<file path="src/rtl/clusterv_cfg_chain_ctrl.sv">
// clusterv_cfg_chain_ctrl: shifts the config buffer through the tile chain and captures the old chain contents
module clusterv_cfg_chain_ctrl #(
    parameter int          N_TILES        = 4,
    parameter int          IDX_WIDTH      = 3,
    parameter logic [31:0] HARTID_BASE    = 32'h0000_0000,
    parameter logic [31:0] RESVEC_DEFAULT = 32'h8000_0000
) (
    input  logic                 cfg_sclk,
    input  logic                 sys_reset,
    input  logic                 wr_en,
    input  logic [IDX_WIDTH-1:0] wr_addr,
    input  logic [31:0]          wr_data,
    input  logic [IDX_WIDTH-1:0] rd_addr,
    output logic [31:0]          rd_data,
    input  logic                 start,
    output logic                 busy,
    output logic                 done,
    output logic                 cfg_sdi,
    input  logic                 cfg_sdo,
    output logic                 chain_clk_en
);
    localparam int NW = 2 * N_TILES;
    localparam int NB = 64 * N_TILES;
    localparam int CW = $clog2(NB);
    localparam int NA = 2 ** IDX_WIDTH;
    typedef enum logic {IDLE, SHIFT} state_t;
    state_t state, state_nxt;
    logic [31:0] cfg_w [NA];
    logic [31:0] rb_w [NA];
    logic [CW-1:0] cnt, nxt;
    logic [IDX_WIDTH-1:0] cw, nw;
    logic go, fin, wr_ok, bit0, bitn;
    always_comb begin
        nxt = cnt + 1'b1;
        cw = IDX_WIDTH'(cnt >> 5);
        nw = IDX_WIDTH'(nxt >> 5);
        wr_ok = wr_en && state == IDLE && int'(wr_addr) < NW;
        go = state == IDLE && start;
        fin = state == SHIFT && cnt == CW'(NB - 1);
        bit0 = (wr_ok && wr_addr == '0) ? wr_data[0] : cfg_w[0][0];
        bitn = cfg_w[nw][nxt[4:0]];
        state_nxt = go ? SHIFT : fin ? IDLE : state;
    end
    assign rd_data = int'(rd_addr) < NW ? rb_w[rd_addr] : '0;
    always_ff @(posedge cfg_sclk or posedge sys_reset) begin
        if (sys_reset) state <= IDLE;
        else state <= state_nxt;
    end
    always_ff @(posedge cfg_sclk or posedge sys_reset) begin
        if (sys_reset) begin
            busy <= 1'b0;
            done <= 1'b0;
            cfg_sdi <= 1'b0;
            chain_clk_en <= 1'b0;
            cnt <= '0;
            for (int i = 0; i < NA; i++) begin
                cfg_w[i] <= i >= NW ? '0 : i[0] ? RESVEC_DEFAULT : HARTID_BASE + 32'(i / 2);
                rb_w[i] <= '0;
            end
        end else begin
            done <= fin;
            if (wr_ok) cfg_w[wr_addr] <= wr_data;
            if (go) begin
                busy <= 1'b1;
                chain_clk_en <= 1'b1;
                cfg_sdi <= bit0;
                cnt <= '0;
            end
            if (state == SHIFT) begin
                rb_w[cw][cnt[4:0]] <= cfg_sdo;
                cnt <= fin ? '0 : nxt;
                cfg_sdi <= fin ? 1'b0 : bitn;
                if (fin) begin
                    busy <= 1'b0;
                    chain_clk_en <= 1'b0;
                end
            end
        end
    end
endmodule
</file>
<file path="config.mk">
export PLATFORM = sky130hd
export DESIGN_NAME = clusterv_cfg_chain_ctrl
export DESIGN_NICKNAME = d
export VERILOG_FILES = /design/src/rtl/clusterv_cfg_chain_ctrl.sv
export SDC_FILE = /design/constraint.sdc
export NUM_CORES = 1
export LEC_CHECK = 0
export CORE_UTILIZATION = 45
export CTS_BUF_LIST = sky130_fd_sc_hd__clkbuf_4 sky130_fd_sc_hd__clkbuf_8
export DETAILED_ROUTE_END_ITERATION = 10
export GPL_ROUTABILITY_DRIVEN = 1
export MAX_ROUTING_LAYER = met4
export PLACE_DENSITY_LB_ADDON = 0.2
export RECOVER_POWER = 50
export SETUP_SLACK_MARGIN = 0.15
export SYNTH_ARGS = -nofsm -noshare
export SYNTH_HDL_FRONTEND = slang
export SYNTH_SLANG_ARGS = --single-unit
</file>
<file path="constraint.sdc">
create_clock -name cfg_sclk -period 19.6 [get_ports cfg_sclk]
set_clock_uncertainty 0.15 [all_clocks]
set_input_delay 3.92 -clock cfg_sclk [delete_from_list [all_inputs] [get_ports cfg_sclk]]
set_output_delay 3.92 -clock cfg_sclk [all_outputs]
set_load 0.01 [all_outputs]
</file>
======== Word-level counts from Yosys, hierarchy flattened ========
Cells that the tools add are included.
storage, ports and cells
  input bits .............................. 43
  flip-flop bits (word level) ............. 525
  logic and storage cells ................. 79
cells by class
  add/sub/neg operators ................... 1
  multiplexer cells ....................... 31
  $lt $le $gt $ge ......................... 9
  equality and inequality tests ........... 1
  bitwise gates (word level) .............. 5
  reduce and logical (&&, ||, !) cells .... 10
operators by type and width
  operator                                                                              count
  256-bit bitwise mux                                                                   2
  32-bit binary-select mux with 3-bit select                                            2
  32-bit demux with 3-bit select                                                        2
  32-bit two-way mux                                                                    6
  8-bit two-way mux                                                                     3
  4-bit greater-or-equal comparator (second input constant)                             4
  3-bit NOT with 4-bit output                                                           4
  1-bit two-way mux                                                                     14
  5-bit by 6-bit < comparator with 1-bit output (second input constant)                 2
  8-bit by 1-bit adder with 8-bit output (second input constant)                        1
  8-bit == test (second input constant)                                                 1
  4-bit by 1-bit < comparator with 1-bit output (second input constant)                 2
  1-bit logical AND                                                                     7
  1-bit binary-select mux with 5-bit select                                             1
  1-bit demux with 5-bit select                                                         1
  5-bit by 1-bit greater-or-equal comparator with 1-bit output (second input constant)  1
  2-bit nonzero test                                                                    2
  3-bit logical NOT                                                                     1
  1-bit NOT                                                                             1

======== Longest topological paths before layout ========
  depth after elaboration ................. 9
  gate-level depth with buffers ........... 15
  gate-level depth less buffers ........... 10

======== Worst setup path after synthesis ========
Ideal clock, no wire load.
  kind .................................... input-to-output
  start ................................... input port rd_addr[1]
  end ..................................... output port rd_data[0]
  setup slack ............................. 9.677 ns
  arrival ................................. 5.853 ns
  cell stages on the path ................. 5
  buffers on the path ..................... 3
  required time ........................... 15.530 ns
  cell sequence ........................... clkbuf_1 > clkbuf_1 > clkbuf_1 > mux4_2 > mux2_2
on the way
  word-level cells in the longest chain between the ends .. 4
ends and longest elaborated chain
  element                                                line  text
  start: declaration                                     13    input logic [IDX_WIDTH-1:0] rd_addr,
  3-bit NOT with 4-bit output (not written as such)      44    assign rd_data = int'(rd_addr) < NW ? rb_w[rd_addr] : '0;
  32-bit binary-select mux with 3-bit select             44
  32-bit two-way mux (not written as such) (2 in a row)  44
  end: declaration                                       14    output logic [31:0] rd_data,
Every way passes these cells. The select of a mux whose other input is x is not followed.

======== Worst setup path after layout ========
  start ................................... input port cfg_sdo
  end ..................................... register rb_w[91] in the netlist's numbering
on the way
  word-level cells in the longest chain between the ends .. 1
ends and longest elaborated chain
  element                         line  text
  start: declaration              19    input logic cfg_sdo,
  256-bit bitwise mux             70    rb_w[cw][cnt[4:0]] <= cfg_sdo;
  end signal: indexed assignment  70
  end: declaration                29    logic [31:0] rb_w [NA];
Every way passes these cells.
A chain may end at the register's enable or synchronous reset.

==> results_dict.tcl <==
set metrics [dict create \
    status "finished, violations left" \
    violations "capacitance limit, slew limit" \
    ant_nets 0 \
    die_h_um 240 \
    cts-root-buf "clkbuf_8" \
    wl_met2_um 30200 \
    rsz0062_at_grt "no" \
    grt_pass1_wl_um 99500 \
    r2r-start "state" \
    power.density_mw_per_mm2 114 \
    synth-seq-area-share_pct 51.6 \
    dpl-instance-area_mm2 0.0269 \
    pre_cts_ws_ps 9050 \
    cts_buffers 91 \
    fmax_mhz 90.1 \
    hold_path.startpoint "cfg_w[234]" \
    grt_pass1_vias 17000 \
    relSlewSlack_pct -274 \
    reg2reg_depth 10 \
    leakagePower_nw 12.7 \
    dr.max_layer_used "met4" \
    crit_path_frequent_cell "clkbuf_1" \
    ir_drop_v 0.0000684 \
    die_area_mm2 0.0576 \
    fin_cells 2831 \
    yosysUniqueCellTypes 82 \
    placementRows 86 \
    wl_met1_um 28200 \
    ys_async_sr_fraction_pct 100 \
    grt_max_degree 179 \
    setup.worst_path.start_class "input pin" \
    cp_cell_sequence "clkbuf_1, clkbuf_1, mux2_2" \
    core_mm2 0.0555 \
    clk_path_buf_depth 3 \
    synth_warnings 0 \
    syn-mean-instance-area_um2 13.1 \
    synth-edff-count 0 \
    start_util_pct 45.9 \
    dp.cells 2667 \
    min_path_cells 1 \
    holdPathEnd "cfg_w[234]" \
    yosys_register_bits 525 \
    cp.arrival_ps 11520 \
    layout_common_cells "mux2_2 (536), dfrtp_1 (517), nand2_1 (196)" \
    synth_area_mm2 0.0255 \
    cts_tree "built" \
    setup_tns_ps 0 \
    worstMarginPinSlew_ps 5580 \
    wl_um 62500 \
    holdWs_ps 344 \
    final_common_cell "mux2_2" \
    track_usage_pct 23.2 \
    crit_buf_inv 2 \
    syn_inst 1940 \
    viasPerCell 5.70 \
    path_class "in -> reg" \
    clkTransAtPathRegs_ps 60 \
    setup_violations 0 \
    wl_per_cell_um 22.1 \
    hold_buffers 0 \
    htreeDepth 3 \
    cp_data_required_time_ps 20030 \
    first_pass_iters 5 \
    fin_area_mm2 0.0288 \
    min_path_type "reg -> reg" \
    fin_crit_ps 11090 \
    antenna_found_initial 4 \
    max-cap-violations 9 \
    hold_viol_final 0 \
    cts_setup_buffers 0 \
    setup_ws_ps 8510 \
    io_buffers 78 \
    crit_path_max_fanout 132 \
    endpoint_kind "flip-flop" \
    num_io_pins 79 \
    ctsResizeCount 0 \
    drc 0 \
    vias 16100 \
    r2r_slack_ps 14560 \
    gp_congestion 0.796 \
    maxSlewViolCount 569 \
    worstReg2RegEnd "cfg_sdi" \
    min_period_over_period_pct 56.6 \
    drt_iter0_markers 988 \
    critPathTopFamily "buffers and inverters" \
    synthFlopType "dfrtp_1" \
    slowest_stage "clkbuf_1" \
    clock_sinks 525 \
    clk_latency_ps 680 \
    die_width_um 240 \
    route.met3.wl_um 2940 \
    syn_nets 1987 \
    slowest_delay_ps 3560 \
    drive_gt1_share_pct 41.6 \
    gr-total-overflow 0 \
    fin_util_pct 51.9 \
    p_total_mw 3.29 \
    synthToLayoutAreaGrowth_pct 13.0 \
    hpwlAfterDp_um 37100 \
    nNetsFinal 2059 \
]
[worst max path at each step]
stage	startpoint	end	slack (ps)	cells after the start
3_3_place_gp	rd_addr[0]	rd_data[6]	9110	5
6_report	cfg_sdo	rb_w[91]	8510	3
5_1_grt	cfg_sdo	rb_w[91]	7830	3
3_5_place_dp	rd_addr[0]	rd_data[6]	9050	5
4_1_cts	rd_addr[0]	rd_data[6]	9040	5
2_1_floorplan	sys_reset	busy	870	1
[layer usage]
layer	track usage, %	vias up
met2	36.2	363
met5	-	-
met4	6.77	0
met1	31.1	8498
li1	-	7185
met3	3.81	87
[flip-flops by register name, indices dropped and copies added, names as in the netlist]
register and count:
cfg_w 256, state 1, rb_w 256, done 1, cnt 8, cfg_sdi 1
chain_clk_en 1, busy 1
[power breakdown]
part	switching [mW]	leakage, nW	total, mW	internal [mW]
clock	0.446	1.04	1.06	0.617
sequential	0.102	6.86	1.34	1.24
combinational	0.494	4.78	0.884	0.390
[kinds of logic (layout without fill, tap and decap cells)]
| logic type | after synthesis | in the layout | synth area share [%] |
|---|---|---|---|
| mux | 664 | 664 | 33.8 |
| fa+ha+maj | 4 | 4 | 0.196 |
| simple gates | 492 | 492 | 8.54 |
| buf+inv | 141 | 280 | 2.54 |
| compound gates | 109 | 109 | 3.22 |
| other cells | 0 | 4 | 0 |
| flops | 525 | 525 | 51.6 |
| xor+xnor | 5 | 5 | 0.172 |
[worst reg2reg max path: cells and delay by family, from the launching register on]
kind | cells | cell delay, ps
multiplexers | 1 | 470
buffers and inverters | 1 | 1810
flip-flops | 1 | 850
AO/OA/AOI/OAI | 4 | 880
AND/OR/NAND/NOR | 4 | 780
[synthesized netlist by cell type, types with 3 or more instances]
| master | count | area [um2] |
|---|---|---|
| a2111oi_0 | 5 | 43.8 |
| a211oi_1 | 7 | 52.6 |
| a211oi_2 | 3 | 37.5 |
| a21oi_1 | 5 | 25.0 |
| a221o_1 | 4 | 40.0 |
| a221oi_1 | 5 | 43.8 |
| a22oi_1 | 5 | 37.5 |
| a311oi_1 | 4 | 35.0 |
| a31oi_1 | 5 | 31.3 |
| a32oi_1 | 8 | 70.1 |
| and3_1 | 13 | 81.3 |
| buf_1 | 17 | 63.8 |
| buf_2 | 6 | 30.0 |
| buf_4 | 8 | 60.1 |
| buf_6 | 7 | 78.8 |
| clkbuf_1 | 93 | 349 |
| dfrtp_1 | 517 | 12900 |
| dfstp_2 | 8 | 210 |
| ha_1 | 4 | 50.1 |
| inv_1 | 4 | 15.0 |
| mux2_2 | 537 | 6050 |
| mux2i_1 | 25 | 250 |
| mux4_2 | 100 | 2250 |
| nand2_1 | 197 | 739 |
| nand2b_1 | 14 | 87.6 |
| nand3_1 | 40 | 200 |
| nand4_1 | 10 | 62.6 |
| nor2_1 | 168 | 631 |
| nor2b_1 | 7 | 43.8 |
| nor3_1 | 11 | 55.1 |
| o211ai_1 | 3 | 22.5 |
| o21ai_0 | 27 | 135 |
| o21ai_1 | 4 | 20.0 |
| o31ai_1 | 3 | 22.5 |
| or2_2 | 5 | 31.3 |
| xnor2_1 | 4 | 35.0 |
[cell type report]
class / count / area (um2)
Antenna cell: 4 / 10.0
Sequential cell: 525 / 13100
Timing Repair Buffer: 113 / 1010
Fill cell: 4784 / 26700
Inverter: 7 / 27.5
Tap cell: 748 / 936
Clock buffer: 149 / 1800
Multi-Input combinational cell: 1274 / 11700
Clock inverter: 11 / 144
Power figures use the tool's default switching activity.
